$ cat config.mk
export PLATFORM = sky130hd
export DESIGN_NAME = imm_gen_pipe
export DESIGN_NICKNAME = d
export VERILOG_FILES = /design/src/rtl/imm_gen_pipe.sv
export SDC_FILE = /design/constraint.sdc
export NUM_CORES = 1
export LEC_CHECK = 0
export BUFFER_PORTS_ARGS = -buffer_cell sky130_fd_sc_hd__buf_2
export CORE_AREA = 2 2 170 122
export DETAILED_ROUTE_END_ITERATION = 6
export DIE_AREA = 0 0 172 124
export PLACE_DENSITY_LB_ADDON = 0.3
export SYNTH_ARGS = -nofsm -noshare
export SYNTH_HDL_FRONTEND = slang
export SYNTH_SLANG_ARGS = --single-unit
$ cat constraint.sdc
create_clock -name clk -period 4.2 [get_ports clk]
set_input_delay 0.84 -clock clk [delete_from_list [all_inputs] [get_ports clk]]
set_output_delay 0.84 -clock clk [all_outputs]
set_load 0.02 [all_outputs]
$ cat src/rtl/imm_gen_pipe.sv
`timescale 1ns/1ps
`default_nettype none
// ============================================================================
// Module   : imm_gen_pipe
// Purpose  : Registered immediate generator with pc+imm target and a 2-entry
//            skid buffer between decode and execute.
// Revision : 1.0 - initial release
// ============================================================================
module imm_gen_pipe #(
  parameter int XLEN = 32,  // 32 or 64
  parameter int ILEN = 32   // fixed at 32
) (
  input  logic            clk,
  input  logic            rst,
  input  logic            flush,
  input  logic            in_valid,
  output logic            in_ready,
  input  logic [ILEN-1:0] in_instr,
  input  logic [2:0]      in_sel,
  input  logic [XLEN-1:0] in_pc,
  output logic            out_valid,
  input  logic            out_ready,
  output logic [XLEN-1:0] out_imm,
  output logic [XLEN-1:0] out_target,
  output logic [ILEN-1:0] out_instr
);

  localparam logic [2:0] c_SEL_R  = 3'b000;
  localparam logic [2:0] c_SEL_I  = 3'b001;
  localparam logic [2:0] c_SEL_B  = 3'b010;
  localparam logic [2:0] c_SEL_J1 = 3'b011;
  localparam logic [2:0] c_SEL_J2 = 3'b100;
  localparam logic [2:0] c_SEL_U  = 3'b101;
  localparam logic [2:0] c_SEL_Z  = 3'b110;
  localparam logic [2:0] c_SEL_S  = 3'b111;

  logic [31:0]     w_imm32;
  logic [XLEN-1:0] w_imm;
  logic [XLEN-1:0] w_target;
  logic            w_in_fire;
  logic            w_main_free;

  logic            r_in_ready;
  logic            r_main_valid;
  logic [XLEN-1:0] r_main_imm;
  logic [XLEN-1:0] r_main_target;
  logic [ILEN-1:0] r_main_instr;
  logic            r_skid_valid;
  logic [XLEN-1:0] r_skid_imm;
  logic [XLEN-1:0] r_skid_target;
  logic [ILEN-1:0] r_skid_instr;

  // Every format fits in 32 bits with bit 31 equal to the sign (0 for Z/R),
  // so one signed widening covers both XLEN choices.
  always_comb begin
    w_imm32 = '0;
    case (in_sel)
      c_SEL_I, c_SEL_J2: w_imm32 = {{20{in_instr[31]}}, in_instr[31:20]};
      c_SEL_S:  w_imm32 = {{20{in_instr[31]}}, in_instr[31:25], in_instr[11:7]};
      c_SEL_B:  w_imm32 = {{20{in_instr[31]}}, in_instr[7], in_instr[30:25],
                           in_instr[11:8], 1'b0};
      c_SEL_J1: w_imm32 = {{12{in_instr[31]}}, in_instr[19:12], in_instr[20],
                           in_instr[30:21], 1'b0};
      c_SEL_U:  w_imm32 = {in_instr[31:12], 12'b0};
      c_SEL_Z:  w_imm32 = {27'b0, in_instr[19:15]};
      c_SEL_R:  w_imm32 = '0;
      default:  w_imm32 = '0;
    endcase
  end

  assign w_imm       = XLEN'($signed(w_imm32));
  assign w_target    = in_pc + w_imm;
  assign w_in_fire   = in_valid & r_in_ready;
  assign w_main_free = !r_main_valid || out_ready;

  always_ff @(posedge clk) begin
    if (rst) begin
      r_in_ready    <= 1'b1;
      r_main_valid  <= 1'b0;
      r_main_imm    <= '0;
      r_main_target <= '0;
      r_main_instr  <= '0;
      r_skid_valid  <= 1'b0;
      r_skid_imm    <= '0;
      r_skid_target <= '0;
      r_skid_instr  <= '0;
    end else if (flush) begin
      r_in_ready   <= 1'b1;
      r_main_valid <= 1'b0;
      r_skid_valid <= 1'b0;
    end else if (w_main_free) begin
      // Skid refills main first; the input is blocked while skid is full.
      if (r_skid_valid) begin
        r_main_valid  <= 1'b1;
        r_main_imm    <= r_skid_imm;
        r_main_target <= r_skid_target;
        r_main_instr  <= r_skid_instr;
        r_skid_valid  <= 1'b0;
        r_in_ready    <= 1'b1;
      end else if (w_in_fire) begin
        r_main_valid  <= 1'b1;
        r_main_imm    <= w_imm;
        r_main_target <= w_target;
        r_main_instr  <= in_instr;
      end else begin
        r_main_valid  <= 1'b0;
      end
    end else if (w_in_fire) begin
      r_skid_valid  <= 1'b1;
      r_skid_imm    <= w_imm;
      r_skid_target <= w_target;
      r_skid_instr  <= in_instr;
      r_in_ready    <= 1'b0;
    end
  end

  assign in_ready   = r_in_ready;
  assign out_valid  = r_main_valid;
  assign out_imm    = r_main_imm;
  assign out_target = r_main_target;
  assign out_instr  = r_main_instr;

endmodule
`default_nettype wire
# Yosys cells after proc, flatten, opt, wreduce, memory -nomap -nowiden
# Index checks and enable logic that the tools add are counted.
word_totals:
  wordCells: 44
  input_bits: 72
  out_inout_bits: 98
  ff_bits: 195
classes:
  bitwise_logic: 3
  n_addsub: 1
  reduce_logical: 11
  muxes: 12
  n_eq_ne: 8
ops:
  columns: ["operator", "n"]
  rows:
  - ["$pmux W32 S7", 1]
  - ["$mux W32", 6]
  - ["$add A32 B32 Y32", 1]
  - ["$eq A3 B3 Y1 const B", 4]
  - ["$eq A3 B2 Y1 const B", 2]
  - ["$reduce_and A3 Y1", 2]
  - ["$mux W1", 5]
  - ["$reduce_bool A2 Y1", 2]
  - ["$reduce_or A2 Y1", 2]
  - ["$eq A3 B1 Y1 const B", 1]
  - ["$logic_not A3 Y1", 1]
  - ["$reduce_or A3 Y1", 1]
  - ["$ne A2 B1 Y1 const B", 1]
  - ["$not A1 Y1", 2]
  - ["$reduce_and A2 Y1", 1]
  - ["$and A1 B1 Y1", 1]
  - ["$logic_not A1 Y1", 1]
  - ["$logic_or A1 B1 Y1", 1]

# Longest topological paths before layout
depth:
  depth_word: 6
  mapped_depth: 17
  mapped_depth_nobuf: 15

# Worst setup path before layout
# No wires, ideal clock.
synth_timing:
  path_kind: "input to register"
  start: "in in_sel[0]"
  end: "reg r_skid_target[29]"
  setup_time_ns: 0.062
  t_arrival_ns: 3.895
  n_path_buf: 3
  path_slack_ns: 0.243
  required_ns: 4.138
  path_stages: 15
  cell_sequence: "clkbuf_1 nor3_1 nor2_1 and2_1 buf_2 a21oi_1 inv_1 ha_1 clkbuf_1 nand4_1 or3_1 o21ai_4 a41oi_4 or4_1 nand3_1"
synth_between:
  elab_chain_len: 4
  word_cells_on_any_way: 11
  classes_between: "add/sub (1); eq/ne (7); mux (1); reduce/logical (2)"
synth_rtl:
  columns: ["element", "line", "text"]
  rows:
  - ["start: declaration", "19", "input logic [2:0] in_sel,"]
  - ["$eq A3 B1 Y1 or $eq A3 B3 Y1 (tied branches)", "57", "case (in_sel)"]
  - ["$reduce_or A2 Y1", "57", null]
  - ["$pmux W32 S7 (*)", "57", null]
  - ["named net w_imm[20]", "38", "logic [XLEN-1:0] w_imm;"]
  - ["$add A32 B32 Y32 (*)", "72", "assign w_target = in_pc + w_imm;"]
  - ["end signal: assignment", "111", "r_skid_target <= w_target;"]
  - ["end: declaration", "50", "logic [XLEN-1:0] r_skid_target;"]
# The timed path passes the listed nets; every way through them passes the cells marked *.
# A chain may end at the register's enable or synchronous reset.

# Worst setup path after layout
layout_timing:
  start: "in in_sel[2]"
  end: "reg r_main_target[23], in the netlist out_target[23]"
layout_between:
  elab_chain_len: 6
  word_cells_on_any_way: 13
  classes_between: "add/sub (1); eq/ne (7); mux (3); reduce/logical (2)"
layout_rtl:
  columns: ["element", "line", "text"]
  rows:
  - ["$eq A3 B1 Y1 or $eq A3 B3 Y1 (tied branches)", "57", null]
  - ["$reduce_or A2 Y1", "57", null]
  - ["$pmux W32 S7 (*)", "57", null]
  - ["named net w_imm[16]", "38", null]
  - ["$add A32 B32 Y32 (*)", "72", null]
  - ["$mux W32 (*)", "100", "end else if (w_in_fire) begin"]
  - ["$mux W32 (*)", "93", "if (r_skid_valid) begin"]
  - ["end signal: assignment", "96", "r_main_target <= r_skid_target;"]
  - ["end signal: assignment", "103", "r_main_target <= w_target;"]
  - ["end: declaration", "46", "logic [XLEN-1:0] r_main_target;"]
# The timed path passes the listed nets; every way through them passes the cells marked *. The select of a mux whose other input is x is not followed.

==> results.py <==
metrics = {
    "route": {
        "drc": 0,
        "routed_wl_um": 29250,
        "drtAntennaViolNets": 0,
        "dr.first_iter.drc_count": 926,
        "via_count": 9281,
        "via_per_inst": 5.557,
        "firstDrtPassIters": 6,
        "wire_per_inst_um": 17.51,
    },
    "pwr": {
        "finalPower_uw": 4684,
        "p_leak_uw": 0.004716,
        "power.density_nw_per_um2": 404.1,
        "max-vdd-ir-drop_mv": 0.2663,
    },
    "timing": {
        "fin_skew_ns": 0.01050,
        "period_share_pct": 94.18,
        "setup_viol": 0,
        "final_hold_viol_count": 0,
        "setup_ws_ns": 0.2444,
        "worstMarginPinSlew_ns": 0.9301,
        "slew_headroom_pct": 37.99,
        "fin_crit_ns": 3.956,
        "fin_setup_tns_ns": 0,
        "fmax_mhz": 252.8,
        "finalMaxSlewViolations": 0,
        "rsz0062_at_grt": "false",
    },
    "critical_path": {
        "r2r-start": "r_skid_valid$_SDFFE_PP0P_",
        "start_kind": "primary input",
        "worstPathRequired_ns": 4.56,
        "arrival_ns": 4.32,
        "path_max_fanout": 8,
        "critPathKind": "primary input to register",
        "reg2reg_to": "out_target[31]$_SDFFE_PP0P_",
        "reg2reg_depth": 5,
        "endpoint_kind": "register",
        "rrSetupSlack_ns": 1.84,
    },
    "synth": {
        "ys_seq_area_share_pct": 40.22,
        "syn_area_um2": 9706,
        "ys_ff_latch": 195,
        "yosys.area_share.simple_pct": 18.40,
        "yosysWarnings": 0,
        "synthXorXnorAreaFrac_pct": 2.797,
        "post-synth-top-area-cell": "dfxtp_1",
        "yosys.area_share.adder_pct": 4.203,
        "post-synth-top-area-fraction_pct": 40.22,
        "synth_top_family_by_area": "compound AO/OA/AOI/OAI gates",
        "synth_edf_count": 0,
        "synth_area_leaders": "dfxtp_1, nand2_1, a21oi_1, a211oi_1, mux2i_1",
        "synth_mux_area_share_pct": 4.860,
        "postSynthAreaPerCell_um2": 7.852,
        "synth_compound_area_share_pct": 24.48,
        "async_flop_share_pct": 0,
        "ys_types": 62,
        "synth-main-ff-cell": "dfxtp_1",
        "synthesis.nets": 1340,
        "netlist_instances": 1236,
    },
    "floorplan": {
        "die_w_um": 172,
        "num_io_pins": 170,
        "fp.dieH_um": 124,
        "core_um2": 19580,
        "start_util_pct": 49.56,
        "die-area_um2": 21330,
        "fp-row-count": 43,
    },
    "grt": {
        "grt_pass1_vias": 8061,
        "antenna_found_initial": 1,
        "grt_remaining_overflow": 0,
        "track_usage_pct": 26.99,
        "grt_pass1_wl_um": 44520,
        "grt_max_degree": 124,
    },
    "status": {
        "run_status": "finished, final reports clean",
    },
    "clock_network": {
        "cts_hold_buf": 0,
        "insertion_delay_ns": 0.44,
        "cts_setup_buffers": 0,
        "cts-resized-gates": 0,
        "numCtsBuffers": 17,
        "path_clk_slew_ns": 0.08,
        "clock_sinks": 195,
        "htreeDepth": 4,
        "cts_max_path_buffers": 2,
        "cts_tree": "done",
        "clock-root-buffer": "clkbuf_16",
    },
    "place": {
        "place_ws_ns": -0.07041,
        "io_buffer_count": 169,
        "dpl.cell_count": 1638,
        "hpwl_um": 20770,
        "gp_congestion": 0.9585,
    },
    "layout": {
        "nets": 1491,
        "final_cell_count_no_fill": 1670,
        "post-route-util_pct": 59.19,
        "area_growth_pct": 19.43,
        "post_route_cells_drive_above_1_share_pct": 19.64,
        "antennaDiodeCount": 0,
        "nFillCells": 1881,
    },
    "hold_path": {
        "hp-start": "out_imm[17]$_SDFFE_PP0P_",
        "holdCritPathClass": "register to register",
        "holdPathStages": 2,
        "min_to": "out_imm[17]$_SDFFE_PP0P_",
    },
    "job": {
        "drv_cap": 0,
    },
}
[synthesized netlist by cell type (all sizes together) (17+ instances only)]
cell type / n
a21oi: 152
xnor2: 20
a211oi: 75
mux2i: 46
o21ai: 66
clkbuf: 76
ha: 31
nand2: 257
buf: 17
nor2: 106
inv: 32
dfxtp: 195
[cells by family (layout without fill, tap and decap cells)]
family | count (synthesis) | in the layout
compound gates | 374 | 374
xor+xnor | 31 | 31
fa+ha+maj | 32 | 32
buf+inv | 126 | 290
flops | 195 | 195
mux | 47 | 47
simple gates | 431 | 431
[stage by stage]
stage / hold WS, ns / area (um2)
2_1_floorplan: 0.4190 / 9706
3_3_place_gp: 0.4329 / 10980
3_5_place_dp: 0.4391 / 10980
4_1_cts: 0.4556 / 11590
5_1_grt: 0.4721 / 11590
6_report: 0.4541 / 11590
[sequential cells by signal (all words and copies together), names as in the netlist]
name and cells:
r_skid_imm 32, r_skid_instr 32, in_ready 1, r_skid_target 32, out_target 32, out_imm 32, out_instr 32, out_valid 1
r_skid_valid 1
[how the worst max path moves through the flow]
stage	cells past startpoint	end	start	slack (ns)
floorplan	15	r_skid_target[29]$_SDFFE_PP0P_	in_sel[0]	0.24
global placement	15	out_target[18]$_SDFFE_PP0P_	in_sel[0]	0.02
detailed placement	15	out_target[18]$_SDFFE_PP0P_	in_sel[0]	-0.07
CTS	15	out_target[18]$_SDFFE_PP0P_	in_sel[0]	0.36
global route	15	out_target[18]$_SDFFE_PP0P_	in_sel[0]	0.04
finish	16	out_target[23]$_SDFFE_PP0P_	in_sel[2]	0.24
[cells in the final DEF, fill, tap and decap left out, drive strengths merged, types with 5 or more instances in the layout]
cell type / count
o211ai: 10
a21o: 10
a31oi: 11
o21ai: 66
clkinv: 5
nand2: 257
buf: 225
or3: 7
nor2: 106
nand3: 11
a21oi: 152
nand4: 8
o21a: 6
xor2: 11
nor2b: 9
nor3: 7
a311oi: 10
a211oi: 75
mux2i: 46
and2: 10
a22oi: 5
clkbuf: 17
xnor2: 20
dfxtp: 195
ha: 31
inv: 41
[worst max-delay path, stage by stage]
cell     delay (ns)
buf_2          0.14
nor2b_1        0.31
nor3_1         0.14
nor3b_2        0.53
a21oi_1        0.20
inv_1          0.15
ha_1           0.32
a21oi_1        0.33
nor2_1         0.09
o32ai_1        0.43
buf_4          0.19
inv_1          0.04
a31oi_1        0.16
xnor2_1        0.18
nand2_1        0.08
a31oi_1        0.19
[layer usage]
layer / wire length [um] / GRT usage, %
met3: 2049 / 4.703
met2: 12410 / 39.93
met1: 14450 / 40.70
met4: 339 / 6.250
met5: 0 / 0
[power breakdown]
part           internal [uW]  switching [uW]  leakage [uW]
clock network            860             814      0.000294
registers               1920            43.7       0.00159
logic                    395             650       0.00283
[layout make-up]
cell class	instances	area, um2	share of cell area [%]
multi-input cells	915	5321	45.91
flip-flops and latches	195	3908	33.71
repair buffers	225	1294	11.16
clock buffers	17	425.4	3.670
well taps	270	337.8	2.915
clock inverters	15	181.4	1.565
inverters	33	123.9	1.069
Note: power is estimated with default switching activity, not from simulation.
